[src/rtl/pipe_pkg.sv]
// Shared definitions for the pipeline hazard controller: forward-select codes,
// the hard-wired zero register, the mul/div latency default, the pipeline
// control mode and the register compare helper.
package pipe_pkg;

    localparam int MD_LAT_DEFAULT = 4;

    localparam logic [1:0] FWD_RF  = 2'd0;
    localparam logic [1:0] FWD_EX  = 2'd1;
    localparam logic [1:0] FWD_MEM = 2'd2;

    localparam logic [4:0] R0 = 5'd0;

    typedef enum logic [1:0] {
        PIPE_RUN   = 2'd0,
        PIPE_STALL = 2'd1,
        PIPE_FLUSH = 2'd2
    } pipe_mode_e;

    // A source matches a producer only if it is really read, the producer
    // really writes, and the register is not r0 (r0 is never written).
    function automatic logic reg_match(input logic       use_src,
                                       input logic [4:0] src,
                                       input logic [4:0] dst,
                                       input logic       wen);
        return use_src && wen && (src != R0) && (src == dst);
    endfunction

endpackage

[src/rtl/pipe_hazard_ctrl_if.sv]
// Signal bundle between the ID-stage datapath and the hazard controller.
// master = pipeline side (drives register numbers, consumes enables),
// slave  = controller side.
interface pipe_hazard_ctrl_if;

    logic [4:0] id_rs;
    logic [4:0] id_rt;
    logic       id_use_rs;
    logic       id_use_rt;
    logic       id_md;
    logic [4:0] EXwn;
    logic [4:0] MEMwn;
    logic       EXwreg;
    logic       MEMwreg;
    logic       EXm2reg;
    logic       ex_br_taken;

    logic       IFwip;
    logic       IDwir;
    logic       if_flush;
    logic       id_bubble;
    logic [1:0] fwd_a;
    logic [1:0] fwd_b;
    logic       md_start;
    logic       md_busy;
    logic       md_done;

    modport master (
        output id_rs, id_rt, id_use_rs, id_use_rt, id_md,
        output EXwn, MEMwn, EXwreg, MEMwreg, EXm2reg, ex_br_taken,
        input  IFwip, IDwir, if_flush, id_bubble, fwd_a, fwd_b,
        input  md_start, md_busy, md_done
    );

    modport slave (
        input  id_rs, id_rt, id_use_rs, id_use_rt, id_md,
        input  EXwn, MEMwn, EXwreg, MEMwreg, EXm2reg, ex_br_taken,
        output IFwip, IDwir, if_flush, id_bubble, fwd_a, fwd_b,
        output md_start, md_busy, md_done
    );

endinterface

[src/rtl/pipe_md_sched.sv]
// Mul/div occupancy scheduler. Holds the only state of the controller: a
// down-counter loaded with MD_LAT on launch. busy covers MD_LAT cycles after
// launch; the last busy cycle (count 1) is "done" and already accepts the
// next launch, so back-to-back ops run with no gap.
module pipe_md_sched
    import pipe_pkg::*;
#(
    parameter int MD_LAT = MD_LAT_DEFAULT
) (
    input  logic clk,
    input  logic clrn,
    input  logic id_md,
    input  logic launch_ok,
    output logic md_start,
    output logic md_busy,
    output logic md_done,
    output logic md_hold
);

    localparam int               CNT_W    = $clog2(MD_LAT + 1);
    localparam logic [CNT_W-1:0] LAT_LOAD = CNT_W'(MD_LAT);
    localparam logic [CNT_W-1:0] CNT_ONE  = CNT_W'(1);

    logic [CNT_W-1:0] md_cnt;

    assign md_start = clrn && id_md && launch_ok;

    // Occupancy counter: reload on launch, otherwise count down and stop at 0.
    always_ff @(posedge clk) begin
        if (!clrn) begin
            md_cnt <= '0;
        end else if (md_start) begin
            md_cnt <= LAT_LOAD;
        end else if (md_cnt != '0) begin
            md_cnt <= md_cnt - CNT_ONE;
        end
    end

    assign md_busy = clrn && (md_cnt != '0);
    assign md_done = clrn && (md_cnt == CNT_ONE);
    assign md_hold = (md_cnt > CNT_ONE);

endmodule

[src/rtl/pipe_hazard_ctrl.sv]
// ID-stage interlock controller: RAW detection against EX/MEM, load-use and
// mul/div conflict stalls, taken-branch flush, and PC/IR write gating.
// Build option: PIPE_FWD_EN enables EX/MEM forwarding; without it every
// EX/MEM RAW match stalls and the forward selects stay at the regfile.
module pipe_hazard_ctrl
    import pipe_pkg::*;
#(
    parameter int MD_LAT = MD_LAT_DEFAULT
) (
    input  logic               clk,
    input  logic               clrn,
    pipe_hazard_ctrl_if.slave  bus
);

    logic       rs_ex;
    logic       rs_mem;
    logic       rt_ex;
    logic       rt_mem;
    logic       stall_ld;
    logic       stall_md;
    logic       stall_raw;
    logic       md_hold;
    logic       launch_ok;
    logic [1:0] fwd_a_sel;
    logic [1:0] fwd_b_sel;
    pipe_mode_e mode;

    assign rs_ex  = reg_match(bus.id_use_rs, bus.id_rs, bus.EXwn,  bus.EXwreg);
    assign rs_mem = reg_match(bus.id_use_rs, bus.id_rs, bus.MEMwn, bus.MEMwreg);
    assign rt_ex  = reg_match(bus.id_use_rt, bus.id_rt, bus.EXwn,  bus.EXwreg);
    assign rt_mem = reg_match(bus.id_use_rt, bus.id_rt, bus.MEMwn, bus.MEMwreg);

    assign stall_ld = (rs_ex || rt_ex) && bus.EXm2reg;
    assign stall_md = bus.id_md && md_hold;

`ifdef PIPE_FWD_EN
    assign stall_raw = 1'b0;

    // Operand select: the younger producer in EX wins over the one in MEM.
    always_comb begin
        fwd_a_sel = FWD_RF;
        fwd_b_sel = FWD_RF;
        if (rs_ex) begin
            fwd_a_sel = FWD_EX;
        end else if (rs_mem) begin
            fwd_a_sel = FWD_MEM;
        end
        if (rt_ex) begin
            fwd_b_sel = FWD_EX;
        end else if (rt_mem) begin
            fwd_b_sel = FWD_MEM;
        end
    end
`else
    assign stall_raw = rs_ex || rs_mem || rt_ex || rt_mem;
    assign fwd_a_sel = FWD_RF;
    assign fwd_b_sel = FWD_RF;
`endif

    // Pipeline mode with reset forcing run, then branch flush over any stall.
    always_comb begin
        mode = PIPE_RUN;
        if (!clrn) begin
            mode = PIPE_RUN;
        end else if (bus.ex_br_taken) begin
            mode = PIPE_FLUSH;
        end else if (stall_ld || stall_md || stall_raw) begin
            mode = PIPE_STALL;
        end
    end

    assign launch_ok = (mode == PIPE_RUN);

    // Translate the mode into PC/IR write enables, flush and bubble.
    always_comb begin
        bus.IFwip     = 1'b1;
        bus.IDwir     = 1'b1;
        bus.if_flush  = 1'b0;
        bus.id_bubble = 1'b0;
        case (mode)
            PIPE_FLUSH: begin
                bus.if_flush  = 1'b1;
                bus.id_bubble = 1'b1;
            end
            PIPE_STALL: begin
                bus.IFwip     = 1'b0;
                bus.IDwir     = 1'b0;
                bus.id_bubble = 1'b1;
            end
            default: begin
                bus.id_bubble = 1'b0;
            end
        endcase
    end

    assign bus.fwd_a = clrn ? fwd_a_sel : FWD_RF;
    assign bus.fwd_b = clrn ? fwd_b_sel : FWD_RF;

    pipe_md_sched #(
        .MD_LAT   (MD_LAT)
    ) u_md_sched (
        .clk      (clk),
        .clrn     (clrn),
        .id_md    (bus.id_md),
        .launch_ok(launch_ok),
        .md_start (bus.md_start),
        .md_busy  (bus.md_busy),
        .md_done  (bus.md_done),
        .md_hold  (md_hold)
    );

endmodule
[src/flat_wrapper.sv]
// flat-port wrapper written by rule: the top's interface ports become plain ports
module pipe_hazard_ctrl_flat import pipe_pkg::*;
#(
    parameter int MD_LAT = MD_LAT_DEFAULT
)
  (clk, clrn, bus_id_rs, bus_id_rt, bus_id_use_rs, bus_id_use_rt, bus_id_md, bus_EXwn, bus_MEMwn, bus_EXwreg, bus_MEMwreg, bus_EXm2reg, bus_ex_br_taken, bus_IFwip, bus_IDwir, bus_if_flush, bus_id_bubble, bus_fwd_a, bus_fwd_b, bus_md_start, bus_md_busy, bus_md_done);
  pipe_hazard_ctrl_if bus_i ();
  input  logic clk;
  input  logic clrn;
  input wire logic [$bits(bus_i.id_rs)-1:0] bus_id_rs;
  input wire logic [$bits(bus_i.id_rt)-1:0] bus_id_rt;
  input wire logic [$bits(bus_i.id_use_rs)-1:0] bus_id_use_rs;
  input wire logic [$bits(bus_i.id_use_rt)-1:0] bus_id_use_rt;
  input wire logic [$bits(bus_i.id_md)-1:0] bus_id_md;
  input wire logic [$bits(bus_i.EXwn)-1:0] bus_EXwn;
  input wire logic [$bits(bus_i.MEMwn)-1:0] bus_MEMwn;
  input wire logic [$bits(bus_i.EXwreg)-1:0] bus_EXwreg;
  input wire logic [$bits(bus_i.MEMwreg)-1:0] bus_MEMwreg;
  input wire logic [$bits(bus_i.EXm2reg)-1:0] bus_EXm2reg;
  input wire logic [$bits(bus_i.ex_br_taken)-1:0] bus_ex_br_taken;
  output wire logic [$bits(bus_i.IFwip)-1:0] bus_IFwip;
  output wire logic [$bits(bus_i.IDwir)-1:0] bus_IDwir;
  output wire logic [$bits(bus_i.if_flush)-1:0] bus_if_flush;
  output wire logic [$bits(bus_i.id_bubble)-1:0] bus_id_bubble;
  output wire logic [$bits(bus_i.fwd_a)-1:0] bus_fwd_a;
  output wire logic [$bits(bus_i.fwd_b)-1:0] bus_fwd_b;
  output wire logic [$bits(bus_i.md_start)-1:0] bus_md_start;
  output wire logic [$bits(bus_i.md_busy)-1:0] bus_md_busy;
  output wire logic [$bits(bus_i.md_done)-1:0] bus_md_done;
  assign bus_i.id_rs = bus_id_rs;
  assign bus_i.id_rt = bus_id_rt;
  assign bus_i.id_use_rs = bus_id_use_rs;
  assign bus_i.id_use_rt = bus_id_use_rt;
  assign bus_i.id_md = bus_id_md;
  assign bus_i.EXwn = bus_EXwn;
  assign bus_i.MEMwn = bus_MEMwn;
  assign bus_i.EXwreg = bus_EXwreg;
  assign bus_i.MEMwreg = bus_MEMwreg;
  assign bus_i.EXm2reg = bus_EXm2reg;
  assign bus_i.ex_br_taken = bus_ex_br_taken;
  assign bus_IFwip = bus_i.IFwip;
  assign bus_IDwir = bus_i.IDwir;
  assign bus_if_flush = bus_i.if_flush;
  assign bus_id_bubble = bus_i.id_bubble;
  assign bus_fwd_a = bus_i.fwd_a;
  assign bus_fwd_b = bus_i.fwd_b;
  assign bus_md_start = bus_i.md_start;
  assign bus_md_busy = bus_i.md_busy;
  assign bus_md_done = bus_i.md_done;
  pipe_hazard_ctrl #(.MD_LAT(MD_LAT)) u_core (.clk(clk), .clrn(clrn), .bus(bus_i));
endmodule
[config.mk]
export PLATFORM = sky130hd
export DESIGN_NAME = pipe_hazard_ctrl_flat
export DESIGN_NICKNAME = d
export VERILOG_FILES = /design/src/rtl/pipe_pkg.sv /design/src/rtl/pipe_hazard_ctrl_if.sv /design/src/rtl/pipe_md_sched.sv /design/src/rtl/pipe_hazard_ctrl.sv /design/src/flat_wrapper.sv
export SDC_FILE = /design/constraint.sdc
export NUM_CORES = 1
export LEC_CHECK = 0
export CORE_ASPECT_RATIO = 1.1
export CORE_UTILIZATION = 32
export CTS_BUF_LIST = sky130_fd_sc_hd__clkbuf_4
export DETAILED_ROUTE_END_ITERATION = 10
export HOLD_SLACK_MARGIN = 0.03
export PLACE_DENSITY = 0.78
export SYNTH_ARGS = -nofsm -noshare
export SYNTH_HDL_FRONTEND = slang
export SYNTH_SLANG_ARGS = --single-unit
[constraint.sdc]
create_clock -name clk -period 1.48 [get_ports clk]
set_input_delay 0.148 -clock clk [delete_from_list [all_inputs] [get_ports clk]]
set_output_delay 0.148 -clock clk [all_outputs]
set_load 0.01 [all_outputs]
==> metrics.txt <==
Initial Utilization 0.347; sequential area share after synthesis 0.108; register-to-register setup slack 0.05 ns; Primary FF master, synth dfxtp_1; post-synthesis compound-gate area fraction 0.158; post-DR wirelength/cell 12.9 um; CP Class in2out; #FFs+latches synth 3; Post-route DRC 0; clock root cell clkbuf_4; CP arrival 1.61 ns; Hold Path Sink u_core.u_md_sched.md_cnt[0]$_SDFFE_PP0N_; worst-skew pair later-pin latency 0.23 ns; vias in the first global route 755; Critical R2R Capture u_core.u_md_sched.md_cnt[2]$_SDFFE_PN0P_; total global routing overflow 0; TNS Setup -0.924 ns; worst-path cell chain buf_6 -> or4_4 -> o21a_1 -> a22o_1 -> o31a_1 -> buf_2; Post-Route WL 1.96 mm; R2R depth 7; vias per cell 4.71; Mapped Area 554 um^2; Top reg by flops u_core.u_md_sched.md_cnt; fin area 1170 um^2; Cells after Synth 72; FP Rows 15; Filler Cells Inserted 132; overall power 1.44 mW; Power Density 1240 nW/um^2; Avg Inst Size Synth 7.70 um^2; Post-Synth XOR/XNOR Area 0.332; Final period util 1.19; Slew Limit Fails 0; Top Ports 40; final setup vio count 4; commonest non-fill, non-tap cell in the layout buf_4; DP Wirelength 1.38 mm; CP Launch Type input pin; GRT Total Usage 0.224; clock tree from TritonCTS yes; Core Box Area 1600 um^2; largest family of logic cells by synthesized area XOR/XNOR gates; largest net degree at the start of global routing 8; biggest regs u_core.u_md_sched.md_cnt x3; adder-cell share of the synthesized area 0.0677; Final Util 0.731; n_diodes 0; fmax 568 MHz; width of the die 41.7 um; worst hold start bus_id_rs[3]; Final Non-Filler Cells 152; ANT nets after route 0; fin crit period 1.76 ns; Setup Slack @ Placement -0.965 ns; Setup crit end kind output pin; Worst-path clk slew 0.04 ns; Data required, critical path 1.33 ns; worst r2r src u_core.u_md_sched.md_cnt[0]$_SDFFE_PP0N_; I/O Buffers 34; final setup skew 0.000465 ns; Die ar. 1900 um^2; hold slack 0.561 ns; max FFs per register 3; Synth warnings 0; initial detailed-routing violation count 0; failing checks setup timing; placed insts 143; Leak Pwr 0.524 nW; Post-DP Area 1060 um^2; worst-path fanout max 2; Layout area overhead 110%; Synth async-reset ratio 0; Via Count 716; Slowest-stage cell, CP or4_4; RSZ-0062 raised after global routing yes; CTS Buf Count 3; post-route setup slack -0.281 ns; H-tree Lvls 1; status finished with violations; clk buf depth 2; first-pass GRT wire length 3.12 mm; Worst VDD drop 1.29 mV; max cap viols 0; area of the multi-input gates 552 um^2; most frequent cells in the layout buf_4 (25), xnor2_1 (21), dlygate4sd2_1 (13), buf_2 (9), nand2_1 (8); share of cells above drive strength 1 0.459; Distinct cells, synth 22; hold crit path type in2reg; Post-synth EDFFs 0; largest stage delay on the critical path 0.53 ns; FF+latch area 65.1 um^2; mux contribution to synthesized area 0.0203; GP Congestion 0.797; DIE HEIGHT 45.7 um; initial antenna violation count 0; Pre-antenna DRT Iters 1; Min-Delay Path Depth 6; Sink Count 3; nets 168; final hold vios 0; Post-Synth Simple-Gate Area 0.226
-- layer usage --
metal | GRT usage | share of wire | up-vias
met1 | 0.211 | 0.36 | 324
met5 | 0 | 0 | -
met2 | 0.466 | 0.57 | 27
li1 | - | - | 363
met4 | 0.103 | 0.014 | 0
met3 | 0.0437 | 0.059 | 2
-- power breakdown --
part           internal (mW)  switching [mW]  total (mW)
Combinational          0.652           0.457        1.11
Sequential             0.135          0.0414       0.176
Clock                  0.119          0.0404       0.160
-- how the worst max path moves through the flow --
| stage | startpoint | endpoint | slack [ns] |
|---|---|---|---|
| after floorplan | bus_id_rs[0] | bus_IFwip | -0.06 |
| after global placement | bus_id_rs[1] | bus_id_bubble | -0.97 |
| after detailed placement | bus_id_rs[1] | bus_id_bubble | -0.97 |
| after CTS | bus_id_rs[3] | bus_id_bubble | -0.33 |
| after global routing | bus_id_rs[3] | bus_IDwir | -0.34 |
| final | bus_id_rs[3] | bus_id_bubble | -0.28 |
-- critical path: cells and delay by family --
kind / cells / cell delay, ns
AO/OA/AOI/OAI: 3 / 0.70
AND/OR/NAND/NOR: 1 / 0.53
buffers and inverters: 2 / 0.23
-- synth_stat cells, types with 2 or more instances --
library cell / n / share of area
dfxtp_1: 3 / 0.11
nand2_1: 8 / 0.054
o21ai_0: 2 / 0.018
o22ai_1: 2 / 0.023
nor2_1: 5 / 0.034
inv_1: 2 / 0.014
o21a_1: 2 / 0.027
buf_4: 5 / 0.068
nand4_1: 4 / 0.045
or4_1: 2 / 0.027
ha_1: 3 / 0.068
nor2b_1: 4 / 0.045
xnor2_1: 21 / 0.33
-- final cells by class --
class,count,share of cell area
Multi-Input combinational cell,65,0.473
Timing Repair Buffer,61,0.418
Clock buffer,4,0.0258
Inverter,2,0.00858
Tap cell,17,0.0182
Sequential cell,3,0.0558
-- kinds of logic (layout without fill, tap and decap cells) --
family / count (synthesis) / after routing
compound gates: 11 / 11
xor+xnor: 21 / 21
fa+ha+maj: 3 / 3
buf+inv: 7 / 67
flops: 3 / 3
mux: 1 / 1
other cells: 1 / 4
simple gates: 25 / 25
-- timing repair --
item,in CTS,in global routing
gates resized for setup,87,7
cloned,0,0
endpoints found under the setup margin,10,8
hold buffers,0,0
pin swaps,9,5
buffers inserted,5,2
(Power assumes the default switching activity.)
